[src/rtl/grid_claim_arbiter_pkg.sv]
// Shared placement definitions: empty-cell marker, grid opcodes and the
// arbiter state encoding used by the grid claim arbiter.
package placement_pkg;

    // Marker stored in a grid cell that holds no node (32-bit grid words).
    localparam logic [31:0] EMPTY_CELL = 32'hFFFF_FFFF;

    // Engine opcodes; 2'b11 is not listed and is treated as a read.
    localparam logic [1:0] OP_READ  = 2'b00;
    localparam logic [1:0] OP_WRITE = 2'b01;
    localparam logic [1:0] OP_CLAIM = 2'b10;

    typedef enum logic [2:0] {
        IDLE  = 3'd0,
        ISSUE = 3'd1,
        WAIT  = 3'd2,
        CHECK = 3'd3,
        DONE  = 3'd4
    } arb_state_t;

endpackage

[src/rtl/grid_claim_arbiter_if.sv]
// Bundle of the engine request bus and the grid RAM port seen by the arbiter.
// master: engines plus RAM environment; slave: the arbiter itself.
interface grid_claim_arbiter_if #(
    parameter int N_REQ  = 4,
    parameter int ADDR_W = 12,
    parameter int DATA_W = 32
);
    logic [N_REQ-1:0]        req;
    logic [2*N_REQ-1:0]      op;
    logic [ADDR_W*N_REQ-1:0] addr;
    logic [DATA_W*N_REQ-1:0] wdata;
    logic [N_REQ-1:0]        done;
    logic [DATA_W-1:0]       rdata;
    logic                    claim_ok;
    logic                    busy;
    logic                    mem_re;
    logic                    mem_we;
    logic [ADDR_W-1:0]       mem_addr;
    logic [DATA_W-1:0]       mem_wdata;
    logic [DATA_W-1:0]       mem_rdata;

    modport master (
        output req, op, addr, wdata, mem_rdata,
        input  done, rdata, claim_ok, busy, mem_re, mem_we, mem_addr, mem_wdata
    );

    modport slave (
        input  req, op, addr, wdata, mem_rdata,
        output done, rdata, claim_ok, busy, mem_re, mem_we, mem_addr, mem_wdata
    );
endinterface

[src/rtl/grid_claim_arbiter_rr_pick.sv]
// Round-robin pick: rotate the request vector so that bit ptr lands at
// position 0, take the lowest set bit, and map it back to an engine index.
module rr_pick #(
    parameter int N_REQ = 4,
    localparam int IDX_W = $clog2(N_REQ)
) (
    input  logic [N_REQ-1:0] req,
    input  logic [IDX_W-1:0] ptr,
    output logic [IDX_W-1:0] winner,
    output logic             any_req
);

    logic [2*N_REQ-1:0] dbl_s;
    logic [N_REQ-1:0]   rot_s;
    logic [IDX_W-1:0]   off_s;
    logic [IDX_W:0]     sum_s;

    // Rotate, priority-encode the lowest request, and wrap the offset back to an id.
    always_comb begin
        dbl_s = {req, req} >> ptr;
        rot_s = dbl_s[N_REQ-1:0];
        off_s = {IDX_W{1'b0}};
        for (int i = N_REQ - 1; i >= 0; i--) begin
            off_s = rot_s[i] ? IDX_W'(i) : off_s;
        end
        sum_s = {1'b0, ptr} + {1'b0, off_s};
        if (sum_s >= (IDX_W + 1)'(N_REQ)) begin
            winner = IDX_W'(sum_s - (IDX_W + 1)'(N_REQ));
        end else begin
            winner = sum_s[IDX_W-1:0];
        end
        any_req = |req;
    end

endmodule

[src/rtl/grid_claim_arbiter.sv]
// Round-robin arbiter sharing one grid RAM between placement engines.
// Claims are read-check-write with no other RAM access in between, so two
// engines can never place nodes on the same cell.
module grid_claim_arbiter
    import placement_pkg::*;
#(
    parameter int                N_REQ  = 4,
    parameter int                ADDR_W = 12,
    parameter int                DATA_W = 32,
    parameter logic [DATA_W-1:0] EMPTY  = {DATA_W{1'b1}}
) (
    input logic                 clk,
    input logic                 reset,
    grid_claim_arbiter_if.slave bus
);

    localparam int IDX_W = $clog2(N_REQ);

    arb_state_t        state_r, state_s;
    logic [IDX_W-1:0]  ptr_r, ptr_s, id_r, winner_s;
    logic              any_req_s;
    logic [1:0]        op_r, sel_op_s;
    logic [ADDR_W-1:0] sel_addr_s;
    logic [DATA_W-1:0] sel_wdata_s;

    logic [N_REQ-1:0]  done_r, done_s;
    logic [DATA_W-1:0] rdata_r, rdata_s;
    logic              claim_ok_r, claim_ok_s;
    logic              busy_r, busy_s;
    logic              mem_re_r, mem_re_s;
    logic              mem_we_r, mem_we_s;
    logic [ADDR_W-1:0] mem_addr_r, mem_addr_s;
    logic [DATA_W-1:0] mem_wdata_r, mem_wdata_s;

    rr_pick #(.N_REQ(N_REQ)) u_pick (
        .req     (bus.req),
        .ptr     (ptr_r),
        .winner  (winner_s),
        .any_req (any_req_s)
    );

    // Operands of the engine the picker currently favours.
    always_comb begin
        sel_op_s    = bus.op[{winner_s, 1'b0} +: 2];
        sel_addr_s  = bus.addr[winner_s*ADDR_W +: ADDR_W];
        sel_wdata_s = bus.wdata[winner_s*DATA_W +: DATA_W];
        if (id_r == IDX_W'(N_REQ - 1)) begin
            ptr_s = {IDX_W{1'b0}};
        end else begin
            ptr_s = id_r + IDX_W'(1);
        end
    end

    // State register; reset overrides any in-flight transaction.
    always_ff @(posedge clk) begin
        if (reset) begin
            state_r <= IDLE;
        end else begin
            state_r <= state_s;
        end
    end

    // Next-state logic.
    always_comb begin
        case (state_r)
            IDLE: begin
                if (any_req_s) begin
                    state_s = ISSUE;
                end else begin
                    state_s = IDLE;
                end
            end
            ISSUE: begin
                if (op_r == OP_WRITE) begin
                    state_s = DONE;
                end else begin
                    state_s = WAIT;
                end
            end
            WAIT:    state_s = CHECK;
            CHECK:   state_s = DONE;
            DONE:    state_s = IDLE;
            default: state_s = IDLE;
        endcase
    end

    // Latch the granted engine and advance the round-robin pointer on completion.
    always_ff @(posedge clk) begin
        if (reset) begin
            ptr_r <= {IDX_W{1'b0}};
            id_r  <= {IDX_W{1'b0}};
            op_r  <= OP_READ;
        end else begin
            if (state_r == IDLE && any_req_s) begin
                id_r <= winner_s;
                op_r <= sel_op_s;
            end
            if (state_s == DONE) begin
                ptr_r <= ptr_s;
            end
        end
    end

    // Output values for the state being entered; they are registered below so
    // every output is a flop that lines up with the state it belongs to.
    always_comb begin
        done_s      = {N_REQ{1'b0}};
        mem_re_s    = 1'b0;
        mem_we_s    = 1'b0;
        rdata_s     = rdata_r;
        claim_ok_s  = claim_ok_r;
        mem_addr_s  = mem_addr_r;
        mem_wdata_s = mem_wdata_r;
        busy_s      = (state_s != IDLE);
        case (state_s)
            ISSUE: begin
                mem_addr_s  = sel_addr_s;
                mem_wdata_s = sel_wdata_s;
                claim_ok_s  = 1'b0;
                if (sel_op_s == OP_WRITE) begin
                    mem_we_s = 1'b1;
                end else begin
                    mem_re_s = 1'b1;
                end
            end
            CHECK: begin
                rdata_s = bus.mem_rdata;
                if (op_r == OP_CLAIM && bus.mem_rdata == EMPTY) begin
                    mem_we_s   = 1'b1;
                    claim_ok_s = 1'b1;
                end else begin
                    claim_ok_s = 1'b0;
                end
            end
            DONE: begin
                done_s[id_r] = 1'b1;
            end
            default: begin
                done_s = {N_REQ{1'b0}};
            end
        endcase
    end

    // Output registers.
    always_ff @(posedge clk) begin
        if (reset) begin
            done_r      <= {N_REQ{1'b0}};
            rdata_r     <= {DATA_W{1'b0}};
            claim_ok_r  <= 1'b0;
            busy_r      <= 1'b0;
            mem_re_r    <= 1'b0;
            mem_we_r    <= 1'b0;
            mem_addr_r  <= {ADDR_W{1'b0}};
            mem_wdata_r <= {DATA_W{1'b0}};
        end else begin
            done_r      <= done_s;
            rdata_r     <= rdata_s;
            claim_ok_r  <= claim_ok_s;
            busy_r      <= busy_s;
            mem_re_r    <= mem_re_s;
            mem_we_r    <= mem_we_s;
            mem_addr_r  <= mem_addr_s;
            mem_wdata_r <= mem_wdata_s;
        end
    end

    assign bus.done      = done_r;
    assign bus.rdata     = rdata_r;
    assign bus.claim_ok  = claim_ok_r;
    assign bus.busy      = busy_r;
    assign bus.mem_re    = mem_re_r;
    assign bus.mem_we    = mem_we_r;
    assign bus.mem_addr  = mem_addr_r;
    assign bus.mem_wdata = mem_wdata_r;

endmodule
[src/flat_wrapper.sv]
// flat-port wrapper written by rule: the top's interface ports become plain ports
module grid_claim_arbiter_flat import placement_pkg::*;
#(
    parameter int                N_REQ  = 4,
    parameter int                ADDR_W = 12,
    parameter int                DATA_W = 32,
    parameter logic [DATA_W-1:0] EMPTY  = {DATA_W{1'b1}}
)
  (clk, reset, bus_req, bus_op, bus_addr, bus_wdata, bus_mem_rdata, bus_done, bus_rdata, bus_claim_ok, bus_busy, bus_mem_re, bus_mem_we, bus_mem_addr, bus_mem_wdata);
  grid_claim_arbiter_if #(.N_REQ(N_REQ), .ADDR_W(ADDR_W), .DATA_W(DATA_W)) bus_i ();
  input logic clk;
  input logic reset;
  input wire logic [$bits(bus_i.req)-1:0] bus_req;
  input wire logic [$bits(bus_i.op)-1:0] bus_op;
  input wire logic [$bits(bus_i.addr)-1:0] bus_addr;
  input wire logic [$bits(bus_i.wdata)-1:0] bus_wdata;
  input wire logic [$bits(bus_i.mem_rdata)-1:0] bus_mem_rdata;
  output wire logic [$bits(bus_i.done)-1:0] bus_done;
  output wire logic [$bits(bus_i.rdata)-1:0] bus_rdata;
  output wire logic [$bits(bus_i.claim_ok)-1:0] bus_claim_ok;
  output wire logic [$bits(bus_i.busy)-1:0] bus_busy;
  output wire logic [$bits(bus_i.mem_re)-1:0] bus_mem_re;
  output wire logic [$bits(bus_i.mem_we)-1:0] bus_mem_we;
  output wire logic [$bits(bus_i.mem_addr)-1:0] bus_mem_addr;
  output wire logic [$bits(bus_i.mem_wdata)-1:0] bus_mem_wdata;
  assign bus_i.req = bus_req;
  assign bus_i.op = bus_op;
  assign bus_i.addr = bus_addr;
  assign bus_i.wdata = bus_wdata;
  assign bus_i.mem_rdata = bus_mem_rdata;
  assign bus_done = bus_i.done;
  assign bus_rdata = bus_i.rdata;
  assign bus_claim_ok = bus_i.claim_ok;
  assign bus_busy = bus_i.busy;
  assign bus_mem_re = bus_i.mem_re;
  assign bus_mem_we = bus_i.mem_we;
  assign bus_mem_addr = bus_i.mem_addr;
  assign bus_mem_wdata = bus_i.mem_wdata;
  grid_claim_arbiter #(.N_REQ(N_REQ), .ADDR_W(ADDR_W), .DATA_W(DATA_W), .EMPTY(EMPTY)) u_core (.clk(clk), .reset(reset), .bus(bus_i));
endmodule
[config.mk]
export PLATFORM = sky130hd
export DESIGN_NAME = grid_claim_arbiter_flat
export DESIGN_NICKNAME = d
export VERILOG_FILES = /design/src/rtl/grid_claim_arbiter_pkg.sv /design/src/rtl/grid_claim_arbiter_if.sv /design/src/rtl/grid_claim_arbiter_rr_pick.sv /design/src/rtl/grid_claim_arbiter.sv /design/src/flat_wrapper.sv
export SDC_FILE = /design/constraint.sdc
export NUM_CORES = 1
export LEC_CHECK = 0
export ABC_AREA = 1
export CAP_MARGIN = 20
export CELL_PAD_IN_SITES_DETAIL_PLACEMENT = 1
export CELL_PAD_IN_SITES_GLOBAL_PLACEMENT = 1
export CORE_MARGIN = 8
export CORE_UTILIZATION = 26
export CTS_CLUSTER_DIAMETER = 120
export CTS_CLUSTER_SIZE = 25
export DETAILED_ROUTE_END_ITERATION = 10
export GPL_ROUTABILITY_DRIVEN = 0
export GPL_TIMING_DRIVEN = 0
export HOLD_SLACK_MARGIN = 0.15
export PLACE_DENSITY = 0.92
export SETUP_SLACK_MARGIN = 0.2
export SLEW_MARGIN = 20
export SYNTH_ARGS = -nofsm -noshare
export SYNTH_HDL_FRONTEND = slang
export SYNTH_SLANG_ARGS = --single-unit
export TNS_END_PERCENT = 1
[constraint.sdc]
create_clock -name clk -period 2.7 [get_ports clk]
set_clock_uncertainty 0.05 [all_clocks]
set_input_delay 0.54 -clock clk [delete_from_list [all_inputs] [get_ports clk]]
set_output_delay 0.54 -clock clk [all_outputs]
set_load 0.05 [all_outputs]
# Word-level counts from Yosys, hierarchy flattened
# Cells that the tools add are included.
[word_totals]
wordCells = 61
regBits = 93
output_inout_bits = 84
inputBits = 222
[op_classes]
mux = 16
addsub = 3
n_reduce_logical = 9
n_eq_ne = 11
n_lt_le_gt_ge = 3
multipliers = 1
n_shift = 4
n_bitwise = 2
[op_table]
columns = ["op", "count"]
rows = [
  ["128-bit by 8-bit indexed part select with 32-bit output", 1],
  ["48-bit by 7-bit indexed part select with 12-bit output", 1],
  ["32-bit == test, second input constant", 1],
  ["2-bit two-way mux", 6],
  ["3-bit case mux with 4 select lines", 1],
  ["3-bit by 2-bit == test with 1-bit output, second input constant", 3],
  ["8-bit by 4-bit indexed part select with 2-bit output", 1],
  ["8-bit by 2-bit right shift with 4-bit output", 1],
  ["3-bit by 1-bit == test with 1-bit output, second input constant", 2],
  ["1-bit two-way mux", 5],
  ["2-bit by 1-bit == test with 1-bit output, second input constant", 2],
  ["2-bit == test, second input constant", 2],
  ["2-bit by 2-bit multiplier with 4-bit output, second input constant", 1],
  ["1-bit case mux with 2 select lines", 2],
  ["2-bit OR reduction", 2],
  ["4-bit OR reduction", 1],
  ["2-bit by 2-bit adder with 3-bit output", 1],
  ["3-bit == test, second input constant", 1],
  ["3-bit greater-or-equal comparator, second input constant", 1],
  ["1-bit logical AND", 3],
  ["3-bit zero test", 1],
  ["2-bit by 3-bit less-than comparator with 1-bit output, second input constant", 1],
  ["3-bit two-way mux", 1],
  ["3-bit nonzero test", 1],
  ["6 further kinds", 7],
]

# Depth between registers and ports, before layout
[depth]
ltp_word = 12
ltp_mapped = 17
mapped_depth_nobuf = 16

# Modules after synthesis
# Synthesis repeated with hierarchy kept, for this count alone.
[unflattened]
hier_cells = 729
area_unflattened_um2 = 5232.5
[modules_own_cells]
columns = ["module", "instances", "cells_per_inst", "seq_area_each_um2", "area_each_um2"]
rows = [
  ["grid_claim_arbiter", 1, 694, 1861.8, 5064.9],
  ["rr_pick", 1, 35, 0.0, 167.7],
]

# Least setup slack after synthesis
# OpenSTA, ideal clock, no wires.
[synth_timing]
path_kind = "input to register"
start = "input port bus_req[1]"
end = "register u_core.mem_addr_r[11] (netlist: u_core.bus.mem_addr[11])"
n_path_buf = 2
setup_time_ns = 0.109
cell_stages = 13
t_required_ns = 2.541
slack_ns = 0.261
arrival_ns = 2.280
cell_sequence = "nand2_1 nand3_1 nand2_1 nand3_1 a21boi_0 ha_1 buf_2 clkbuf_1 mux2_2 nand3_1 nand3_1 nand2_1 inv_1"
[synth_via]
elab_chain_cells = 10
elab_cells_between_ends = 15
cone_classes = "2 x add/sub; 1 x mul; 1 x order compare; 1 x eq/ne; 2 x shift; 7 x mux; 1 x reduce/logical"
[synth_rtl]
columns = ["item", "line", "text"]
rows = [
  ["from (decl)", "flat_wrapper.sv:13", "input wire logic [$bits(bus_i.req)-1:0] bus_req;"],
  ["8-bit by 2-bit right shift with 4-bit output *", "grid_claim_arbiter_rr_pick.sv:20", "dbl_s = {req, req} >> ptr;"],
  ["2-bit two-way mux (3 in series)", "grid_claim_arbiter_rr_pick.sv:24", "off_s = rot_s[i] ? IDX_W'(i) : off_s;"],
  ["2-bit two-way mux *", "grid_claim_arbiter_rr_pick.sv:24", ""],
  ["2-bit by 2-bit adder with 3-bit output *", "grid_claim_arbiter_rr_pick.sv:26", "sum_s = {1'b0, ptr} + {1'b0, off_s};"],
  ["named net u_core.u_pick.sum_s[0]", "grid_claim_arbiter_rr_pick.sv:16", "logic [IDX_W:0] sum_s;"],
  ["3-bit greater-or-equal comparator / 2-bit by 1-bit subtractor with 2-bit output (equally long branches)", "grid_claim_arbiter_rr_pick.sv:27, grid_claim_arbiter_rr_pick.sv:28", ""],
  ["2-bit two-way mux *", "grid_claim_arbiter_rr_pick.sv:27", "if (sum_s >= (IDX_W + 1)'(N_REQ)) begin"],
  ["2-bit by 2-bit multiplier with 4-bit output *", "grid_claim_arbiter.sv:45", "sel_addr_s = bus.addr[winner_s*ADDR_W +: ADDR_W];"],
  ["48-bit by 7-bit indexed part select with 12-bit output *", "grid_claim_arbiter.sv:45", ""],
  ["to (signal assigned)", "grid_claim_arbiter.sv:153", "mem_addr_r <= {ADDR_W{1'b0}};"],
  ["to (signal assigned)", "grid_claim_arbiter.sv:162", "mem_addr_r <= mem_addr_s;"],
  ["to (decl)", "grid_claim_arbiter.sv:32", "logic [ADDR_W-1:0] mem_addr_r, mem_addr_s;"],
]
# The timed path passes the listed nets; every way through them passes the cells marked *.
# A chain may end at the register's enable or synchronous reset.

# Final worst setup path
[layout_timing]
start = "input port bus_req[3]"
end = "register u_core.mem_wdata_r[15] (netlist: u_core.bus.mem_wdata[15])"
[layout_via]
elab_chain_cells = 9
elab_cells_between_ends = 14
cone_classes = "2 x add/sub; 1 x order compare; 1 x eq/ne; 2 x shift; 7 x mux; 1 x reduce/logical"
[layout_rtl]
columns = ["item", "line", "text"]
rows = [
  ["8-bit by 2-bit right shift with 4-bit output *", "grid_claim_arbiter_rr_pick.sv:20", ""],
  ["2-bit two-way mux (3 in series)", "grid_claim_arbiter_rr_pick.sv:24", ""],
  ["2-bit two-way mux *", "grid_claim_arbiter_rr_pick.sv:24", ""],
  ["2-bit by 2-bit adder with 3-bit output *", "grid_claim_arbiter_rr_pick.sv:26", ""],
  ["named net u_core.u_pick.sum_s[0]", "grid_claim_arbiter_rr_pick.sv:16", ""],
  ["3-bit greater-or-equal comparator / 2-bit by 1-bit subtractor with 2-bit output (equally long branches)", "grid_claim_arbiter_rr_pick.sv:27, grid_claim_arbiter_rr_pick.sv:28", ""],
  ["2-bit two-way mux *", "grid_claim_arbiter_rr_pick.sv:27", ""],
  ["128-bit by 8-bit indexed part select with 32-bit output *", "grid_claim_arbiter.sv:46", "sel_wdata_s = bus.wdata[winner_s*DATA_W +: DATA_W];"],
  ["to (signal assigned)", "grid_claim_arbiter.sv:154", "mem_wdata_r <= {DATA_W{1'b0}};"],
  ["to (signal assigned)", "grid_claim_arbiter.sv:163", "mem_wdata_r <= mem_wdata_s;"],
  ["to (decl)", "grid_claim_arbiter.sv:33", "logic [DATA_W-1:0] mem_wdata_r, mem_wdata_s;"],
]
# Marked as above.

==> run metrics <==
fmax=between 0.4 and 0.5 GHz; Post-Synthesis Cells=approximately 760; Slowest cell on crit path=mux2_2; Synth Net Count=986; DRC violation count after routing=0; CTS sink cnt=93; die area=~26000 µm²; WHS Path Cells=2; Hold Path Origin=u_core.bus.rdata[12]$_SDFFE_PP0N_; CP Max Fanout=10; Vias=roughly 6400; power share of the clock group=between 10% and 20%; Routed WL=about 25000 µm; dpl cell area=around 8800 µm²; Switching Fraction=about 49%; Post-synth ARST share=0%; Most used DFF post-synth=dfxtp_1; maximum vdd drop=about 0.46 mV; Ys Warns=0; vias per inst=~4.7; FF-to-FF Start=u_core.ptr_r[0]$_SDFFE_PP0N_; fraction of layout cells with a size suffix above 1=between 10 and 15%; hold worst-path end=u_core.bus.rdata[12]$_SDFFE_PP0N_; Slew HR=58.43%; main combinational cell family by area after synthesis=simple AND/OR/NAND/NOR gates; R2R depth=14; cell area after layout=approximately 9300 µm²; min cycle time layout=2.343 ns; Post-synth EDFFs=0; RSZ-0062 raised after global routing=yes; r2r setup slk=0.38 ns; DR WL/cell=18.71 µm; Chip Width=~160 µm; FP Rows=52; largest cells by area after synthesis=dfxtp_1 (34%), mux2_2 (19%), nor2_1 (12%), nand3_1 (9.7%), nand2_1 (8.5%); total track usage=19.52%; power consumption=11070 µW; Initial DRC Count=~180; Final Max Slew Viols=0; Initial Util=a little over a quarter; slew at the pin with the worst max-slew slack=a little over 0.6 ns; synthesized area=approximately 5400 µm²; initial antenna violation count=1; Synth Register Bits=93; dominant cell type by area after synthesis=dfxtp_1; Placeable Area=a little over 20000 µm²; clock root buffer=clkbuf_16; CP Cell Sequence=dlygate4sd2_1, nand2_1, nand3_1, nand2_2, nand3_1, a21boi_2, ha_4, buf_12, clkbuf_16, mux2_2, nand3_1, nand3_2, nand2_1, inv_1; internal power=approximately 5700 µW; most common cell in the netlist=nor2_1; Period Utilization, post-route=86.77%; Synth top area share=between 30 and 40%; CTS tree=built; largest net degree at the start of global routing=19; synth cell count leaders=nor2_1 (166), nand2_1 (122), nand3_1 (105), dfxtp_1 (93), mux2_2 (90); Min-Delay Path Class=reg2reg; startpoint types=primary input; drt first pass iters=4; leakage power=a little under 0.004 µW; Die H=~160 µm; sequential area share after synthesis=roughly a third; Worst Path Required=2.90 ns; synthesized-area fraction occupied by adder cells=under 10%; gr ovfl total=0; Crit path top cell by count=nand3_1; I/O Buffers=around 300; max incr delay on CP=0.33 ns; final hold vios=0; mux share of post-synthesis cell area=19.14%; combinational share of power=a little over two thirds; Worst setup EP type=register; XOR/XNOR Fraction of Synth Area=less than 1%; max-cap violations=0; TritonCTS buffer count=9; first-pass GRT wire length=39610 µm; Pwr Density=around 1200 nW/µm²; number of global-route vias before repair=between 7000 and 8000; clk_lat worst skew=~0.35 ns; Netlist cell types=28; Worst-path clk slew=around 0.070 ns; ANT nets after route=0; compound-gate portion of the synthesized area=4.496%; area delta synth->final=71.89%; Crit Path Class=in2reg; DP Cell Count=approximately 1300; Post-layout nets=about 1300; Final setup viols=0; fillers=between 2000 and 3000; Final Non-Filler Cells=between 1000 and 1500; I/O pin count=306; Switch Pwr=about 5400 µW; htree depth=3; Max clock buf depth=2; Core Util, Final=45.72%; Hold Slack=0.4336 ns; Post-Synth Simple-Gate Area=31.10%; final HPWL from detailed placement=around 21000 µm; Syn Area/Cell=~7.1 µm²; Flop pwr share=between 10% and 20%; data arrival time of the worst path=2.54 ns; status=completed; worst r2r dst=u_core.bus.mem_wdata[15]$_SDFFE_PP0N_
-- cells by family after synthesis --
group,Yosys count
buffers and inverters,117
AOI/OAI and AO/OA,47
xor gates and xnor gates,1
muxes,92
and+or+nand+nor,404
adders and majority gates,5
DFF,93
-- state kept, by name, summed over array words and instances (netlist names) --
register	flops
u_core.bus.mem_re	1
u_core.bus.claim_ok	1
u_core.id_r	2
u_core.bus.mem_wdata	32
u_core.state_r	3
u_core.bus.rdata	32
u_core.ptr_r	2
u_core.bus.done	4
u_core.bus.mem_addr	12
u_core.bus.busy	1
u_core.bus.mem_we	1
u_core.op_r	2
-- worst max-delay path by stage --
stage          depth (start not counted)                                     to                          from  slack (ns)
6_report                              14  u_core.bus.mem_wdata[15]$_SDFFE_PP0N_                    bus_req[3]        0.36
5_1_grt                               17  u_core.bus.mem_wdata[21]$_SDFFE_PP0N_  u_core.ptr_r[0]$_SDFFE_PP0N_        0.18
4_1_cts                               14           u_core.bus.mem_we$_SDFF_PP0_                    bus_req[1]        0.23
3_5_place_dp                          14  u_core.bus.mem_wdata[21]$_SDFFE_PP0N_                    bus_req[1]       -0.90
3_3_place_gp                          14  u_core.bus.mem_wdata[24]$_SDFFE_PP0N_                    bus_req[3]       -0.77
2_1_floorplan                         13   u_core.bus.mem_addr[11]$_SDFFE_PP0N_                    bus_req[1]        0.26
-- repair_timing --
item                                    4_1_cts  5_1_grt
endpoints found under the setup margin       49       48
pin swaps                                     1        3
hold buffers                                  0        0
gates cloned                                  1        0
resized for setup                            47        7
buffers inserted                              1        0
-- layout by cell type, fill, tap and decap left out, types with 2 or more instances in the layout --
cell	count
inv_1	63
inv_2	3
buf_12	3
clkdlybuf4s50_1	300
dfxtp_1	91
buf_6	6
buf_1	5
inv_8	2
nand2_1	120
clkbuf_16	11
mux2_2	90
nand2_2	3
o21ai_0	34
nand3_2	3
buf_2	9
buf_4	5
clkinv_4	3
dlygate4sd2_1	4
nand4_1	6
a21boi_2	2
nand3_1	103
clkbuf_4	2
ha_1	4
clkbuf_1	15
buf_8	2
a21oi_1	9
nor2_1	166
-- layer usage --
| layer | routed length [µm] | GRT usage, % | vias to the layer above |
|---|---|---|---|
| li1 | - | - | 3082 |
| met1 | 9458 | 19.42 | 3003 |
| met2 | 13030 | 36.33 | 237 |
| met3 | 2151 | 7.455 | 44 |
| met4 | 660 | 6.882 | 0 |
| met5 | 0 | 0 | - |
-- layout make-up --
type | instances | area, µm² | share of cell area [%]
Buffer | 49 | 374.1 | 4.031
Inverter | 68 | 257.7 | 2.777
Tap cell | 270 | 337.8 | 3.640
Sequential cell | 93 | 1867 | 20.12
Antenna cell | 1 | 2.502 | 0.02697
Timing Repair Buffer | 306 | 3085 | 33.25
Clock inverter | 7 | 65.06 | 0.7011
Clock buffer | 9 | 225.2 | 2.427
Multi-Input combinational cell | 549 | 3065 | 33.03
-- critical path: cells and delay by family --
| kind | cells | cell delay, ns |
|---|---|---|
| mux | 1 | 0.33 |
| compound gates | 1 | 0.19 |
| buf+inv | 4 | 0.60 |
| simple gates | 7 | 0.66 |
| fa+ha+maj | 1 | 0.21 |
-- per-stage QoR --
| stage | setup WS, ns | setup TNS [ns] |
|---|---|---|
| after floorplan | 0.2613 | 0 |
| after global placement | -0.7659 | -32.80 |
| after detailed placement | -0.9003 | -37.84 |
| after CTS | 0.2333 | 0 |
| after global routing | 0.1825 | 0 |
| final | 0.3571 | 0 |
-- power by group through the flow --
stage | clock network [µW] | registers, µW | logic (µW)
final | 1250 | 2100 | 7720
after global routing | 1350 | 2150 | 8360
after CTS | 1300 | 2100 | 7780
after detailed placement | 0 | 2120 | 7240
after global placement | 0 | 2090 | 7060
after floorplan | 0 | 3460 | 3490
(Power assumes the default switching activity.)
